==> config.mk <==
export PLATFORM = sky130hd
export DESIGN_NAME = stream_in_framer
export DESIGN_NICKNAME = d
export VERILOG_FILES = /design/src/rtl/stream_in_framer.sv
export SDC_FILE = /design/constraint.sdc
export NUM_CORES = 1
export LEC_CHECK = 0
export CORE_MARGIN = 2
export CORE_UTILIZATION = 53
export DETAILED_ROUTE_END_ITERATION = 10
export GPL_TIMING_DRIVEN = 0
export PLACE_DENSITY = 0.8
export SYNTH_ARGS = -nofsm -noshare
export SYNTH_HDL_FRONTEND = slang
export SYNTH_SLANG_ARGS = --single-unit
==> constraint.sdc <==
create_clock -name aclk -period 3.9 [get_ports aclk]
set_input_delay 0.78 -clock aclk [delete_from_list [all_inputs] [get_ports aclk]]
set_output_delay 0.78 -clock aclk [all_outputs]
set_load 0.005 [all_outputs]
==> src/rtl/stream_in_framer.sv <==
// rtl/stream_in_framer.sv - AXI4-Stream video line/frame framer with alignment flags
// Optional saturating error counter on port err_cnt: define STREAM_IN_FRAMER_ERR_CNT_EN.
module stream_in_framer #(
  parameter int    DSIZE      = 24,
  parameter string MODE       = "LINE",
  parameter string FRAME_SYNC = "OFF"
) (
  input  logic             aclk,
  input  logic             aresetn,
  input  logic             aclken,
  input  logic [15:0]      vactive,
  input  logic [15:0]      hactive,
  input  logic             fsync,
  input  logic             fifo_almost_full,
  input  logic [DSIZE-1:0] axi_tdata,
  input  logic             axi_tvalid,
  input  logic             axi_tuser,
  input  logic             axi_tlast,
  output logic             axi_tready,
  output logic [DSIZE-1:0] odata,
  output logic             odata_vld,
  output logic             falign,
  output logic             lalign,
  output logic             ealign,
  output logic             line_err,
  output logic             frame_err,
  output logic             busy
`ifdef STREAM_IN_FRAMER_ERR_CNT_EN
  ,
  output logic [15:0]      err_cnt
`endif
);

  localparam bit LINE_MODE = (MODE == "LINE");
  localparam bit EXT_SYNC  = (FRAME_SYNC == "ON");

  typedef enum logic {IDLE = 1'b0, ACTIVE = 1'b1} state_t;

  state_t           state_q, state_d;
  logic [15:0]      hcnt_q, hcnt_d;
  logic [15:0]      vcnt_q, vcnt_d;
  logic [15:0]      hact_q, hact_d;
  logic [15:0]      vact_q, vact_d;
  logic             fsync_pend_q, fsync_pend_d;
  logic             lerr_seen_q, lerr_seen_d;
  logic [DSIZE-1:0] odata_q, odata_d;
  logic             odata_vld_q, odata_vld_d;
  logic             falign_q, falign_d;
  logic             lalign_q, lalign_d;
  logic             ealign_q, ealign_d;
  logic             line_err_q, line_err_d;
  logic             frame_err_q, frame_err_d;
  logic             busy_q, busy_d;

  logic        beat;
  logic        sof;
  logic        dims_ok;
  logic        line_end;
  logic [15:0] hact_m1;
  logic [15:0] vact_m1;
  logic [15:0] hcnt_inc;
  logic [15:0] vcnt_inc;

  assign axi_tready = aresetn & ((state_q == IDLE) | ~fifo_almost_full);
  assign beat       = axi_tvalid & axi_tready & aclken;
  assign sof        = beat & (EXT_SYNC ? fsync_pend_q : axi_tuser);
  assign dims_ok    = (hactive != 16'd0) && (vactive != 16'd0);
  assign hact_m1    = hact_q - 16'd1;
  assign vact_m1    = vact_q - 16'd1;
  assign hcnt_inc   = (hcnt_q == 16'hFFFF) ? hcnt_q : hcnt_q + 16'd1;
  assign vcnt_inc   = (vcnt_q == 16'hFFFF) ? vcnt_q : vcnt_q + 16'd1;
  assign line_end   = LINE_MODE ? axi_tlast : (hcnt_q == hact_m1);

  always_comb begin
    state_d      = state_q;
    hcnt_d       = hcnt_q;
    vcnt_d       = vcnt_q;
    hact_d       = hact_q;
    vact_d       = vact_q;
    fsync_pend_d = fsync_pend_q;
    lerr_seen_d  = lerr_seen_q;
    odata_d      = odata_q;
    odata_vld_d  = 1'b0;
    falign_d     = 1'b0;
    lalign_d     = 1'b0;
    ealign_d     = 1'b0;
    line_err_d   = 1'b0;
    frame_err_d  = 1'b0;
    if (aclken) begin
      // A new strobe outranks consuming the old one on the same cycle.
      if (EXT_SYNC) begin
        if (sof)   fsync_pend_d = 1'b0;
        if (fsync) fsync_pend_d = 1'b1;
      end
      if (sof && dims_ok) begin
        hact_d      = hactive;
        vact_d      = vactive;
        hcnt_d      = 16'd1;
        vcnt_d      = 16'd0;
        lerr_seen_d = 1'b0;
        state_d     = ACTIVE;
        odata_d     = axi_tdata;
        odata_vld_d = 1'b1;
        falign_d    = 1'b1;
        frame_err_d = (state_q == ACTIVE);
      end else if (sof && (state_q == ACTIVE)) begin
        // Zero-sized restart: abandon the frame and wait for a usable SOF.
        frame_err_d = 1'b1;
        state_d     = IDLE;
      end else if (beat && (state_q == ACTIVE)) begin
        odata_d     = axi_tdata;
        odata_vld_d = 1'b1;
        if (line_end) begin
          lalign_d    = 1'b1;
          hcnt_d      = 16'd0;
          vcnt_d      = vcnt_inc;
          lerr_seen_d = 1'b0;
          line_err_d  = LINE_MODE && (hcnt_q != hact_m1) && !lerr_seen_q;
          if (vcnt_q == vact_m1) begin
            ealign_d = 1'b1;
            state_d  = IDLE;
          end
        end else begin
          hcnt_d = hcnt_inc;
          // Overlong line: flag once when the expected last pixel lacks tlast.
          if (LINE_MODE && (hcnt_q == hact_m1) && !lerr_seen_q) begin
            line_err_d  = 1'b1;
            lerr_seen_d = 1'b1;
          end
        end
      end
    end
    busy_d = (state_d == ACTIVE);
  end

  always_ff @(posedge aclk or negedge aresetn) begin
    if (!aresetn) begin
      state_q      <= IDLE;
      hcnt_q       <= 16'd0;
      vcnt_q       <= 16'd0;
      hact_q       <= 16'd0;
      vact_q       <= 16'd0;
      fsync_pend_q <= 1'b0;
      lerr_seen_q  <= 1'b0;
      odata_q      <= '0;
      odata_vld_q  <= 1'b0;
      falign_q     <= 1'b0;
      lalign_q     <= 1'b0;
      ealign_q     <= 1'b0;
      line_err_q   <= 1'b0;
      frame_err_q  <= 1'b0;
      busy_q       <= 1'b0;
    end else begin
      state_q      <= state_d;
      hcnt_q       <= hcnt_d;
      vcnt_q       <= vcnt_d;
      hact_q       <= hact_d;
      vact_q       <= vact_d;
      fsync_pend_q <= fsync_pend_d;
      lerr_seen_q  <= lerr_seen_d;
      odata_q      <= odata_d;
      odata_vld_q  <= odata_vld_d;
      falign_q     <= falign_d;
      lalign_q     <= lalign_d;
      ealign_q     <= ealign_d;
      line_err_q   <= line_err_d;
      frame_err_q  <= frame_err_d;
      busy_q       <= busy_d;
    end
  end

  assign odata     = odata_q;
  assign odata_vld = odata_vld_q;
  assign falign    = falign_q;
  assign lalign    = lalign_q;
  assign ealign    = ealign_q;
  assign line_err  = line_err_q;
  assign frame_err = frame_err_q;
  assign busy      = busy_q;

`ifdef STREAM_IN_FRAMER_ERR_CNT_EN
  logic [15:0] err_cnt_q, err_cnt_d;
  logic [16:0] err_sum;

  always_comb begin
    err_sum   = {1'b0, err_cnt_q} + {16'd0, line_err_d} + {16'd0, frame_err_d};
    err_cnt_d = err_sum[16] ? 16'hFFFF : err_sum[15:0];
  end

  always_ff @(posedge aclk or negedge aresetn) begin
    if (!aresetn) err_cnt_q <= 16'd0;
    else          err_cnt_q <= err_cnt_d;
  end

  assign err_cnt = err_cnt_q;
`endif

endmodule

==> out/metrics.csv <==
stage,metric,value,unit
yosys,number of distinct library cells after synthesis,57,
global_route,maximum number of pins on one net before global-route repair,76,
power,power per cell area,395.8,mW/mm^2
critical_path,data required time of the worst path,4.15,ns
yosys,total number of yosys warnings,0,
yosys,Gate Count Post-Synth,615,
drt,number of vias per cell,5.515,
place,half-perimeter wire length after detailed placement,10260,um
place,placed instance area,0.006359,mm^2
drt,Starting DRT DRC Count,374,
clock_tree,clk slew on worst S/H paths,0.09,ns
sta,final hold violation count,0,
layout,most frequent standard cell in the layout excluding fill and tap cells,sky130_fd_sc_hd__nand2_1,
yosys,synthesized area divided by synthesized cell count,8.488,um^2
power,Peak VDD IR,0.2130,mV
die,effective utilization at floorplan,53.90,%
die,std cell rows,36,
global_route,overall overflow remaining after global route,0,
critical_path,endpoint kind of the worst setup timing path,register,
yosys,Synth area leader,sky130_fd_sc_hd__dfrtp_1,
yosys,top_reg_cell synth,sky130_fd_sc_hd__dfrtp_1,
critical_path,Max Fanout on Critical Path,75,
drt,drt first pass iters,5,
global_route,vias in the first global route,4610,
power,static leakage,2.953,nW
global_route,GR Util met2,43.41,%
yosys,ys async rst share,100.0,%
drt,total detailed-routing wirelength,13610,um
sta,RSZ-0062 raised after global routing,no,
drt,ANT nets after route,0,
sta,highest clock rate,0.2857,GHz
yosys,net count after synthesis,683,
sta,worst rel slew slack,58.16,%
sta,minimum period implied by the final worst setup slack,3.500,ns
layout,Area Overhead vs Synth,25.55,%
global_route,met1 track demand over resource in global routing,36.64,%
place,count of buffers from port buffering,94,
drt,via count,4732,
layout,highest-count cells in the layout ignoring fill and taps,"183 x sky130_fd_sc_hd__nand2_1, 96 x sky130_fd_sc_hd__dfrtp_1, 93 x sky130_fd_sc_hd__clkdlybuf4s50_1, 43 x sky130_fd_sc_hd__nor2_1, 32 x sky130_fd_sc_hd__xnor2_1",
clock_tree,Longest Clk Path Bufs,2,
global_route,Total Routing Usage GR,26.73,%
sta,Tcrit/Tclk final,89.75,%
clock_tree,number of buffers created by CTS,9,
die,vertical die dimension,103.2,um
run,number of maximum-capacitance violations,0,
global_route,global-route layer with the greatest usage,met2,
clock_tree,number of H-tree levels,3,
layout,Total Nets Final,789,
sta,"Setup violations, final",0,
die,number of I/O pins,96,
layout,Finished Cell Area,0.006554,mm^2
critical_path,Worst EP arrival,3.75,ns
layout,fraction of layout instances using a drive strength above 1,4.276,%
yosys,flip-flop and latch count after synthesis,96,
global_route,initial antenna violation count,0,
yosys,cell area after technology mapping,0.005220,mm^2
place,total instance count after detailed placement,843,
die,Die Footprint,0.01066,mm^2
die,Chip Width,103.2,um
run_status,result of the run,completed,
critical_path,type of the worst setup path,primary input to register,
layout,number of non-filler instances in the completed layout,858,
critical_path,type of origin of the critical path,primary input,
layout,antenna fix cells,0,
yosys,top area cells in the synthesized netlist,"sky130_fd_sc_hd__dfrtp_1 46%, sky130_fd_sc_hd__nand2_1 13%, sky130_fd_sc_hd__xnor2_1 5.4%",
sta,summed negative setup slack over all endpoints,0,ns
clock_tree,postcts setup bufs,0,
min_path,class of the worst hold path,primary input to async pin,
yosys,number of enable-type register cells in the synthesized netlist,0,
clock_tree,# resized after CTS,0,
yosys,sequential area share after synthesis,46.02,%
drt,drc violations,0,
yosys,share of Yosys cell area claimed by the top area cell type,46.02,%
sta,Max Slew Vio Count,0,
global_route,global-route wire length before repair,22020,um
clock_tree,TritonCTS Sinks,96,
place,final estimated routing congestion in global placement,0.9108,
clock_tree,clock latency reported for the late side of the worst-skew pair,0.37,ns
drt,mean routed wirelength per cell,15.87,um
sta,Tightest Pin Transition,0.6277,ns
clock_tree,CTS Root Buffer Type,sky130_fd_sc_hd__clkbuf_8,
clock_tree,clock tree from TritonCTS,built,
global_route,met3 track demand over resource,4.099,%
clock_tree,hold-fix buffer count after cts,0,
sta,worst setup skew after layout,0.01130,ns
die,standard cell core area,0.009684,mm^2
## sequential cells by signal (all words and copies together), names as in the netlist
name         count
falign           1
odata_vld        1
vcnt_q          16
odata           24
frame_err        1
busy             1
hact_q          16
line_err         1
lerr_seen_q      1
vact_q          16
ealign           1
lalign           1
hcnt_q          16
## power breakdown
part / switching (mW) / leakage, nW / internal, mW
sequential: 0.127 / 1.25 / 1.12
clock: 0.356 / 0.0900 / 0.298
combinational: 0.329 / 1.61 / 0.363
## stage by stage
step	utilization, %	power, mW	setup WS (ns)	hold WS, ns
3_3_place_gp	65.34	1.917	-3.957	0.4192
5_1_grt	67.67	2.746	0.08113	0.3188
2_1_floorplan	-	1.619	0.8912	0.4043
4_1_cts	67.58	2.600	0.1848	0.3184
3_5_place_dp	65.66	1.952	-0.1910	0.4294
6_report	67.67	2.594	0.3998	0.3079
## cells by family (layout without fill, tap and decap cells)
| group | count (synthesis) | after routing | synth area share [%] |
|---|---|---|---|
| XOR/XNOR | 63 | 63 | 10.57 |
| adder cells (fa/ha/maj) | 4 | 4 | 0.9588 |
| multiplexers | 4 | 4 | 0.7910 |
| AO/OA/AOI/OAI | 55 | 55 | 7.047 |
| AND/OR/NAND/NOR | 349 | 349 | 31.28 |
| buffers and inverters | 44 | 154 | 3.332 |
| flip-flops | 96 | 96 | 46.02 |
## path summary, 6_finish.rpt
kind / startpoint / to / slack, ns / cells after the start
setup / recovery: aresetn / vcnt_q[9] / 0.40 / 11
hold / removal: aresetn / hact_q[14] / 0.31 / 1
setup reg to reg: hact_q[0] / line_err / 0.69 / 9
hold reg to reg: lerr_seen_q / line_err / 0.43 / 1
max in group asynchronous: aresetn / odata[11] / 2.92 / 2
min in group aclk: lerr_seen_q / line_err / 0.43 / 1
## area by class of cell
class / count / area (um^2)
Inverter: 13 / 48.80
Tap cell: 133 / 166.4
Timing Repair Buffer: 95 / 965.9
Fill cell: 782 / 3131
Buffer: 31 / 125.1
Clock inverter: 4 / 55.05
Clock buffer: 11 / 131.4
Multi-Input combinational cell: 475 / 2659
Sequential cell: 96 / 2402
## synth_stat cells (2+ instances only)
cell type and instances:
sky130_fd_sc_hd__or3_1 8, sky130_fd_sc_hd__nor3b_1 2, sky130_fd_sc_hd__and4_1 4, sky130_fd_sc_hd__a211oi_1 3, sky130_fd_sc_hd__inv_2 2, sky130_fd_sc_hd__xor2_1 31
sky130_fd_sc_hd__nand2b_1 2, sky130_fd_sc_hd__or2_2 3, sky130_fd_sc_hd__or4_1 5, sky130_fd_sc_hd__nor2_1 43, sky130_fd_sc_hd__o211ai_1 2, sky130_fd_sc_hd__nor4_1 19
sky130_fd_sc_hd__nand4_1 9, sky130_fd_sc_hd__nand3_1 18, sky130_fd_sc_hd__inv_1 11, sky130_fd_sc_hd__dfrtp_1 96, sky130_fd_sc_hd__nand3b_1 2, sky130_fd_sc_hd__and3_1 10
sky130_fd_sc_hd__nand2_1 183, sky130_fd_sc_hd__a31oi_1 5, sky130_fd_sc_hd__and2_1 3, sky130_fd_sc_hd__buf_1 5, sky130_fd_sc_hd__mux2i_1 3, sky130_fd_sc_hd__ha_1 4
sky130_fd_sc_hd__o21ai_0 15, sky130_fd_sc_hd__a22o_1 2, sky130_fd_sc_hd__nor3_1 23, sky130_fd_sc_hd__or4_4 3, sky130_fd_sc_hd__a21oi_1 10, sky130_fd_sc_hd__o31ai_1 3
sky130_fd_sc_hd__o32ai_1 2, sky130_fd_sc_hd__nor4b_1 5, sky130_fd_sc_hd__xnor2_1 32, sky130_fd_sc_hd__clkbuf_1 24
## worst max-delay path: stages
cell and delay (ns):
sky130_fd_sc_hd__buf_4 0.31, sky130_fd_sc_hd__buf_16 0.35, sky130_fd_sc_hd__nand3_1 0.20, sky130_fd_sc_hd__nor4b_4 0.57, sky130_fd_sc_hd__o311a_1 0.27, sky130_fd_sc_hd__clkbuf_1 0.27, sky130_fd_sc_hd__and4_1 0.23, sky130_fd_sc_hd__clkbuf_1 0.23
sky130_fd_sc_hd__nand3_1 0.18, sky130_fd_sc_hd__o211ai_1 0.21, sky130_fd_sc_hd__o31ai_1 0.09
## routing by layer
layer / share of wire, % / vias up
met4: 1.9 / 0
met1: 44 / 2261
met3: 5.1 / 26
met2: 49 / 153
met5: 0 / -
li1: - / 2292
(Power assumes the default switching activity.)
